==> src/rtl/boton_pkg.sv <==
// Shared encodings for the button press classifier and the event arbiter.
package boton_pkg;

  localparam logic [1:0] S_IDLE      = 2'd0;
  localparam logic [1:0] S_PRESSED   = 2'd1;
  localparam logic [1:0] S_LONG_HELD = 2'd2;

  localparam logic A_IDLE  = 1'b0;
  localparam logic A_OFFER = 1'b1;

  localparam logic EV_SHORT = 1'b0;
  localparam logic EV_LONG  = 1'b1;

endpackage

==> src/rtl/boton_press_fsm.sv <==
// One button: edge detect, hold counter and press FSM producing one-cycle short/long strobes.
// Auto-repeat of long events while held is enabled by defining BOTON_AUTOREPEAT_EN.
module boton_press_fsm
  import boton_pkg::*;
#(
  parameter int LONG_CYC   = 5000,
  parameter int REPEAT_CYC = 2500
) (
  input  logic clk,
  input  logic reset,
  input  logic level,
  output logic short_stb,
  output logic long_stb
);

  localparam int CW = (LONG_CYC > 1) ? $clog2(LONG_CYC) : 1;
  localparam logic [CW-1:0] CNT_MAX = CW'(LONG_CYC - 1);
  localparam logic [CW-1:0] CNT_ARM = CW'(LONG_CYC - 2);

  if (LONG_CYC < 2 || REPEAT_CYC < 1) begin : g_cfg_chk
    $error("boton_press_fsm: LONG_CYC must be >= 2 and REPEAT_CYC >= 1");
  end

  logic [1:0]    state;
  logic          level_q;
  logic [CW-1:0] cnt;
  logic          rise;
  logic          hit_long;

  assign rise      = level & ~level_q;
  // Strobes are combinational so the pending flag is set on the very edge
  // that sees the release or the threshold.
  assign hit_long  = (state == S_PRESSED) && level && (cnt == CNT_ARM);
  assign short_stb = (state == S_PRESSED) && !level;

`ifdef BOTON_AUTOREPEAT_EN
  localparam int RW = (REPEAT_CYC > 1) ? $clog2(REPEAT_CYC) : 1;
  logic [RW-1:0] rpt_cnt;
  logic          hit_rpt;

  assign hit_rpt  = (state == S_LONG_HELD) && level && (rpt_cnt == RW'(REPEAT_CYC - 1));
  assign long_stb = hit_long | hit_rpt;

  always_ff @(posedge clk) begin
    if (reset || hit_long || hit_rpt) rpt_cnt <= '0;
    else if (state == S_LONG_HELD && level) rpt_cnt <= rpt_cnt + 1'b1;
  end
`else
  assign long_stb = hit_long;
`endif

  // NOTE: sequential state uses nonblocking assignments only, so every flop
  // samples pre-edge values regardless of statement order.
  always_ff @(posedge clk) begin
    if (reset) begin
      state   <= S_IDLE;
      cnt     <= '0;
      level_q <= level;  // a button held through reset must not look like a new press
    end else begin
      level_q <= level;
      case (state)
        S_IDLE: begin
          if (rise) begin
            state <= S_PRESSED;
            cnt   <= '0;
          end
        end
        S_PRESSED: begin
          if (!level) begin
            state <= S_IDLE;
          end else begin
            if (cnt != CNT_MAX) cnt <= cnt + 1'b1;
            if (hit_long) state <= S_LONG_HELD;
          end
        end
        S_LONG_HELD: begin
          if (!level) state <= S_IDLE;
        end
        default: state <= S_IDLE;
      endcase
    end
  end

endmodule

==> src/rtl/boton_event_arbiter.sv <==
// Classifies button presses, holds one pending short/long flag per button and
// serializes them round-robin onto a valid/ready channel. Optional: BOTON_AUTOREPEAT_EN.
module boton_event_arbiter
  import boton_pkg::*;
#(
  parameter int N_BTN      = 4,
  parameter int LONG_CYC   = 5000,
  parameter int REPEAT_CYC = 2500,
  localparam int BW        = $clog2(N_BTN)
) (
  input  logic             clk,
  input  logic             reset,
  input  logic [N_BTN-1:0] btn_level,
  input  logic             ev_ready,
  output logic             ev_valid,
  output logic [BW-1:0]    ev_btn,
  output logic             ev_long,
  output logic             ev_overflow
);

  if (N_BTN < 2 || N_BTN > 8) begin : g_cfg_chk
    $error("boton_event_arbiter: N_BTN must be in 2..8");
  end

  logic [N_BTN-1:0] short_stb, long_stb;
  logic [N_BTN-1:0] pend_s, pend_l, pend_any;
  logic [N_BTN-1:0] clr_s, clr_l;
  logic             arb_state;
  logic [BW-1:0]    rr;
  logic [BW-1:0]    pick;
  logic [BW-1:0]    scan_idx;
  logic             pick_vld;
  logic             grant;

  for (genvar i = 0; i < N_BTN; i++) begin : g_btn
    boton_press_fsm #(
      .LONG_CYC  (LONG_CYC),
      .REPEAT_CYC(REPEAT_CYC)
    ) u_press_fsm (
      .clk      (clk),
      .reset    (reset),
      .level    (btn_level[i]),
      .short_stb(short_stb[i]),
      .long_stb (long_stb[i])
    );
  end

  assign pend_any = pend_s | pend_l;
  assign grant    = (arb_state == A_IDLE) && pick_vld;

  // NOTE: every always_comb output gets a default before any branch, so no
  // path can leave it unassigned and infer a latch.
  always_comb begin
    pick     = '0;
    pick_vld = 1'b0;
    scan_idx = '0;
    for (int k = 0; k < N_BTN; k++) begin
      scan_idx = (int'(rr) + k >= N_BTN) ? BW'(int'(rr) + k - N_BTN) : BW'(int'(rr) + k);
      if (!pick_vld && pend_any[scan_idx]) begin
        pick_vld = 1'b1;
        pick     = scan_idx;
      end
    end
  end

  always_comb begin
    clr_s = '0;
    clr_l = '0;
    if (grant) begin
      if (pend_l[pick]) clr_l[pick] = 1'b1;
      else              clr_s[pick] = 1'b1;
    end
  end

  // A slot being granted this cycle counts as free, so a new event lands there
  // without raising overflow.
  always_ff @(posedge clk) begin
    if (reset) begin
      pend_s      <= '0;
      pend_l      <= '0;
      ev_overflow <= 1'b0;
    end else begin
      pend_s <= (pend_s & ~clr_s) | short_stb;
      pend_l <= (pend_l & ~clr_l) | long_stb;
      if (|((pend_s & ~clr_s & short_stb) | (pend_l & ~clr_l & long_stb)))
        ev_overflow <= 1'b1;
    end
  end

  always_ff @(posedge clk) begin
    if (reset) begin
      arb_state <= A_IDLE;
      rr        <= '0;
      ev_valid  <= 1'b0;
      ev_btn    <= '0;
      ev_long   <= 1'b0;
    end else begin
      case (arb_state)
        A_IDLE: begin
          if (pick_vld) begin
            ev_btn    <= pick;
            ev_long   <= pend_l[pick] ? EV_LONG : EV_SHORT;
            ev_valid  <= 1'b1;
            arb_state <= A_OFFER;
          end
        end
        A_OFFER: begin
          if (ev_ready) begin
            ev_valid  <= 1'b0;
            rr        <= (ev_btn == BW'(N_BTN - 1)) ? '0 : ev_btn + 1'b1;
            arb_state <= A_IDLE;
          end
        end
        default: arb_state <= A_IDLE;
      endcase
    end
  end

endmodule

==> config.mk <==
export PLATFORM = sky130hd
export DESIGN_NAME = boton_event_arbiter
export DESIGN_NICKNAME = d
export VERILOG_FILES = /design/src/rtl/boton_pkg.sv /design/src/rtl/boton_press_fsm.sv /design/src/rtl/boton_event_arbiter.sv
export SDC_FILE = /design/constraint.sdc
export NUM_CORES = 1
export LEC_CHECK = 0
export ABC_AREA = 1
export CAP_MARGIN = 20
export CELL_PAD_IN_SITES_DETAIL_PLACEMENT = 1
export CELL_PAD_IN_SITES_GLOBAL_PLACEMENT = 2
export CORE_ASPECT_RATIO = 1.5
export CORE_MARGIN = 2
export CORE_UTILIZATION = 35
export DETAILED_ROUTE_END_ITERATION = 12
export PLACE_DENSITY = 0.78
export SYNTH_ARGS = -nofsm -noshare
export SYNTH_HDL_FRONTEND = slang
export SYNTH_SLANG_ARGS = --single-unit
==> constraint.sdc <==
create_clock -name clk -period 2.7 [get_ports clk]
set_clock_uncertainty 0.15 [all_clocks]
set_input_delay 0.405 -clock clk [delete_from_list [all_inputs] [get_ports clk]]
set_output_delay 0.405 -clock clk [all_outputs]
set_load 0.005 [all_outputs]
# Yosys cells after proc, flatten, opt, wreduce, memory -nomap -nowiden
# Index checks and enable logic that the tools add are counted.
dict set report word_totals {
  regBits 80
  latch_bits 0
  mem_bits_rw 0
  mem_bits_ro 0
  in_bits 7
  out_inout_bits 5
  elab_cells 216
  mem_count 0
}
dict set report op_classes {
  add_sub_neg 12
  mul 0
  div_mod_pow 0
  magnitude_cmp 10
  n_eq_ne 39
  shift 0
  mux 72
  n_bitwise 19
  n_reduce_logical 44
}
# operator n
set ops {}
lappend ops {{13-bit 2-to-1 mux} 12}
lappend ops {{13-bit case mux with 2 select lines} 4}
lappend ops {{13-bit by 1-bit adder with 13-bit output, second input constant} 4}
lappend ops {{13-bit == test, second input constant} 4}
lappend ops {{13-bit != test, second input constant} 4}
lappend ops {{2-bit 2-to-1 mux} 25}
lappend ops {{2-bit != test, second input constant} 14}
lappend ops {{2-bit case mux with 3 select lines} 4}
lappend ops {{1-bit logical AND} 17}
lappend ops {{4-bit AND} 4}
lappend ops {{4-bit 2-to-1 mux} 4}
lappend ops {{4-bit bitwise OR} 4}
lappend ops {{4-bit AND reduction} 4}
lappend ops {{2-bit by 3-bit less-than comparator with 1-bit output, second input constant} 5}
lappend ops {{1-bit 2-to-1 mux} 15}
lappend ops {{3-bit by 2-bit != test with 1-bit output, second input constant} 4}
lappend ops {{3-bit AND reduction} 4}
lappend ops {{1-bit binary-select mux with 2-bit select} 5}
lappend ops {{2-bit == test, second input constant} 5}
lappend ops {{3-bit >= comparator, second input constant} 3}
lappend ops {{2-bit by 1-bit == test with 1-bit output, second input constant} 4}
lappend ops {{2-bit logical NOT} 4}
lappend ops {{2-bit by 1-bit != test with 1-bit output, second input constant} 4}
lappend ops {{4-bit NOT} 2}
lappend ops {{14 further kinds} 37}

# Logic depth before layout (Yosys ltp)
dict set report depth {
  ltp_word 25
  ltp_mapped 18
  ltp_nobuf 17
}

# Modules after synthesis
# From an unflattened synthesis, not the netlist that was laid out.
dict set report hier_totals {
  cells_unflattened 768
  area_unflattened_um2 5008.6
}
# mod n_inst cells_per_inst area_per_inst_um2 seq_area_each_um2
set by_module_without_submodules {}
lappend by_module_without_submodules {boton_press_fsm 4 153 987.2 320.3}
lappend by_module_without_submodules {boton_event_arbiter 1 156 1059.8 320.3}

# Least setup slack after synthesis
# OpenSTA, ideal clock, no wires.
dict set report synth_timing {
  path_kind {input port to flip-flop}
  startpoint {in btn_level[2]}
  endpoint {reg g_btn[2].u_press_fsm.cnt[11]}
  setup_time_ps 123
  t_arrival_ps 1690
  required_time_ps 2427
  path_slack_ps 737
  path_stages 9
  path_buffers 0
  cell_sequence {inv_1 -> or4_4 -> o21ai_2 -> nand2_2 -> nor2_4 -> nand2_2 -> nor3_2 -> and3_1 -> nor3_2}
}
dict set report synth_between {
  elab_chain_len 3
  elab_cells_between_ends 4
  classes_between {eq/ne (2); bitwise (1); reduce/logical (1)}
}
# element line_no
set synth_rtl {}
lappend synth_rtl {{from (decl)} boton_event_arbiter.sv:13} ;# input logic [N_BTN-1:0] btn_level,
lappend synth_rtl {{1-bit AND} boton_press_fsm.sv:30} ;# assign rise = level & ~level_q;
lappend synth_rtl {{2-bit by 1-bit != test with 1-bit output (no line)} n/a}
lappend synth_rtl {{4-bit AND reduction (no line) (*)} n/a}
lappend synth_rtl {{to (signal assigned)} boton_press_fsm.sv:72} ;# if (cnt != CNT_MAX) cnt <= cnt + 1'b1;
lappend synth_rtl {{to (decl)} boton_press_fsm.sv:26} ;# logic [CW-1:0] cnt;
# Every way passes the cells marked *; elsewhere a longest branch is shown, timed or not.
# A chain may end at the register's enable or synchronous reset.

# Worst setup path after layout
dict set report layout_timing {
  startpoint {reg rr[0]}
  endpoint {reg ev_overflow}
}
dict set report layout_between {
  elab_chain_len 25
  elab_cells_between_ends 57
  classes_between {add/sub (7); order compare (6); mux (28); bitwise (7); reduce/logical (9)}
}
# element line_no
set layout_rtl {}
lappend layout_rtl {{from (decl)} boton_event_arbiter.sv:29} ;# logic [BW-1:0] rr;
lappend layout_rtl {{from (signal assigned)} boton_event_arbiter.sv:110} ;# rr <= (ev_btn == BW'(N_BTN - 1)) ? '0 : ev_btn + 1'b1;
lappend layout_rtl {{branches (longest 23 deep; another with 2-bit by 1-bit adder with 3-bit output)} n/a}
lappend layout_rtl {{4-bit bitwise OR (*)} boton_event_arbiter.sv:85} ;# if (|((pend_s & ~clr_s & short_stb) | (pend_l & ~clr_l & long_stb)))
lappend layout_rtl {{4-bit OR reduction (*)} boton_event_arbiter.sv:85}
lappend layout_rtl {{to (signal assigned)} boton_event_arbiter.sv:81} ;# ev_overflow <= 1'b0;
lappend layout_rtl {{to (signal assigned)} boton_event_arbiter.sv:86} ;# ev_overflow <= 1'b1;
lappend layout_rtl {{to (decl)} boton_event_arbiter.sv:18} ;# output logic ev_overflow
# Mark *: on every way between the ends. The select of a mux whose other input is x is not followed.

==> run metrics <==
status complete, no violations; most repeated cell in the gate-level netlist after synthesis nand2_1; Final Max Slew Viols 0; Critical-path top delay cell dfxtp_2; starting density of the core 35.7%; worst skew pair latency between 0.3 and 0.4 ns; max-capacitance violation count 0; top cells by area, synth dfxtp_1 39%, nand2_1 10%, inv_1 7.7%, nor2_1 6.6%, a21oi_1 6.5%; CP Buf/Inv Count 1; Setup TNS 0 ns; commonest cells in the netlist 113 x nand2_1, 84 x inv_1, 80 x dfxtp_1; Arrival @ worst endpoint approximately 2.5 ns; Relative slew margins between 60% and 70%; vias per cell slightly above 5; most used cell along the critical path nand3_1; Leak roughly 0.0018 uW; RSZ-0062 raised after global routing false; clock tree sinks 80; VDD IR max 0.275 mV; Net Count, Synth between 600 and 700; FILL cells 1491; CTS tree yes; Synth Area in Compound Gates 12.5%; ys async rst share 0%; cell count after synthesis approximately 590; EDFF count, synth 0; YS warnings 0; initial antenna violation count 0; simple-gate area share of the yosys netlist 36.5%; Worst-Margin Slew just under 0.6 ns; Worst-path clk slew 0.06 ns; total number of vias ~3900; Resized cells post-CTS 0; Post-Syn Area a little over 4000 um^2; Seq/Total Area, Yosys 39.3%; worst setup path startpoint rr[0]; area grow syn2layout 15.2%; critical path type register to register; drt drc 0; first-pass GRT wire length 18.3 mm; Mapped Avg Cell Area 6.88 um^2; CORE AREA 11400 um^2; Die X-Extent around 92 um; Post-DP HPWL ~8.4 mm; Clock Path Buffers 2; fin crit share 90.4%; Final min period 2.44 ns; H-tree depth 3; RePlAce Congestion 0.833; largest net degree at the start of global routing 19; top cell type's share of synthesized area 39.3%; Setup Buffers After CTS 0; PortBufs 11; Pre-Repair DR Iteration Count 4; largest family of logic cells by synthesized area simple AND/OR/NAND/NOR gates; Post-Synth XOR/XNOR Area 0.215%; hold_sp g_btn[2].u_press_fsm.cnt[12]; synth unique cells 39; crit-path cells inv_6 -> nand2_1 -> nand3_1 -> nand2_2 -> nor2_4 -> nand2_2 -> nand2_1 -> nor2_1 -> nand3_1 -> nand3_1 -> nand3_1 -> nor2_1 -> nand3_1 -> nor2_1 -> nor2_1; Final Hold Viols 0; number of cell rows 48; Worst Hold Margin around 0.31 ns; Ports 12; post-synthesis mux area share 0%; setup violators final 0; Setup crit end kind register; vias in the first global route approximately 4000; height of the die 136 um; critical path startpoint category register; nets 635; max frequency between 400 and 500 MHz; CTS buffer count 9; CP required 2.77 ns; layout cells sized above 1 9.32%; mean routed wirelength per cell ~14 um; CP Max Fanout 10; ANT cells 0; CP delay by family, top simple AND/OR/NAND/NOR gates; root buf cell clkbuf_16; Total Wirelength roughly 11 mm; Antenna Nets Post-Route 0; HP Class register to register; Synth Register Bits 80; Synth Area in Adders between 2 and 3%; die area ~13000 um^2; grt ovf 0; hold_buf cts 0; Top FF cell, synth dfxtp_1; Synth area leader dfxtp_1; DRT iter0 DRCs ~120; worst r2r src rr[0]; PD cells 735 nW/um^2; slowest cell delay on critical path around 0.45 ns; GRT Overall Usage 18.1%
worst register-to-register path, cell delays in order, from the launching register on:
cell	delay, ns
dfxtp_2	0.45
inv_6	0.08
nand2_1	0.13
nand3_1	0.13
nand2_2	0.12
nor2_4	0.06
nand2_2	0.10
nand2_1	0.21
nor2_1	0.22
nand3_1	0.12
nand3_1	0.08
nand3_1	0.06
nor2_1	0.15
nand3_1	0.10
nor2_1	0.13
nor2_1	0.05
layout make-up:
class / instances / area (um^2) / share of cell area (%)
clock buffers: 9 / 225 / 4.80
multi-input cells: 420 / 2120 / 45.1
inverters: 88 / 335 / 7.14
repair buffers: 20 / 178 / 3.78
flip-flops and latches: 80 / 1600 / 34.1
clock inverters: 5 / 50.0 / 1.07
well taps: 150 / 188 / 4.00
placed cells by master (no fill, tap or decap), drive strengths merged:
cell | Yosys | layout
and3 | 4 | 4
o211a | 1 | 1
nand3 | 46 | 46
o21ai | 29 | 29
inv | 87 | 87
dfxtp | 80 | 80
a21boi | 1 | 1
nand4 | 12 | 12
clkbuf | 2 | 9
nor4 | 8 | 8
nor2 | 76 | 76
ha | 9 | 9
a31oi | 1 | 1
a21oi | 55 | 55
nand2 | 126 | 126
nand3b | 3 | 3
clkdlybuf4s50 | 0 | 11
o21a | 1 | 1
nor3b | 4 | 4
clkinv | 1 | 5
nor3 | 35 | 35
a211oi | 4 | 4
or2 | 1 | 1
buf | 2 | 9
o211ai | 1 | 1
bufinv | 0 | 1
xor2 | 1 | 1
o21bai | 1 | 1
or4 | 1 | 1
layer usage:
metal	routed length, um	part of all wire [%]	global-route usage (%)	vias to the layer above
met5	0	0	0	-
met4	297	2.8	8.04	0
met3	181	1.7	2.83	23
met2	5750	54	34.9	28
met1	4380	41	19.1	1868
li1	-	-	-	1998
path summary, 6_finish.rpt:
check / slack (ns) / to / cells past startpoint
max: 0.26 / ev_overflow / 15
min: 0.31 / g_btn[2].u_press_fsm.cnt[12] / 1
max reg2reg: 0.26 / ev_overflow / 15
min reg2reg: 0.31 / g_btn[2].u_press_fsm.cnt[12] / 1
registers in the layout, indices dropped and copies added (netlist names):
register,cells
ev_valid,1
g_btn.u_press_fsm.cnt,52
pend_s,4
g_btn.u_press_fsm.state,8
ev_overflow,1
rr,2
arb_state,1
ev_btn,2
pend_l,4
g_btn.u_press_fsm.level_q,4
ev_long,1
cell families (layout without fill, tap and decap cells):
| family | after synthesis | after routing |
|---|---|---|
| compound gates | 94 | 94 |
| xor+xnor | 1 | 1 |
| fa+ha+maj | 9 | 9 |
| buf+inv | 92 | 122 |
| flops | 80 | 80 |
| simple gates | 316 | 316 |
through the flow:
stage	setup slack, ns	total power (uW)	area [um^2]	util [%]	cells
floorplan	0.737	2010	4080	-	592
global placement	0.0754	2280	4420	38.7	758
detailed placement	0.0357	2310	4420	38.7	758
CTS	0.133	3500	4690	41.1	772
global route	0.0253	3670	4690	41.1	772
finish	0.260	3450	4690	41.1	772
report_power, final:
part | leakage [uW] | total [uW] | switching [uW] | internal [uW]
Combinational | 0.00105 | 982 | 652 | 329
Sequential | 0.000650 | 1290 | 53.8 | 1240
Clock | 0.000141 | 1180 | 476 | 699
Total | 0.00184 | 3450 | 1180 | 2270
Power figures use the tool's default switching activity.
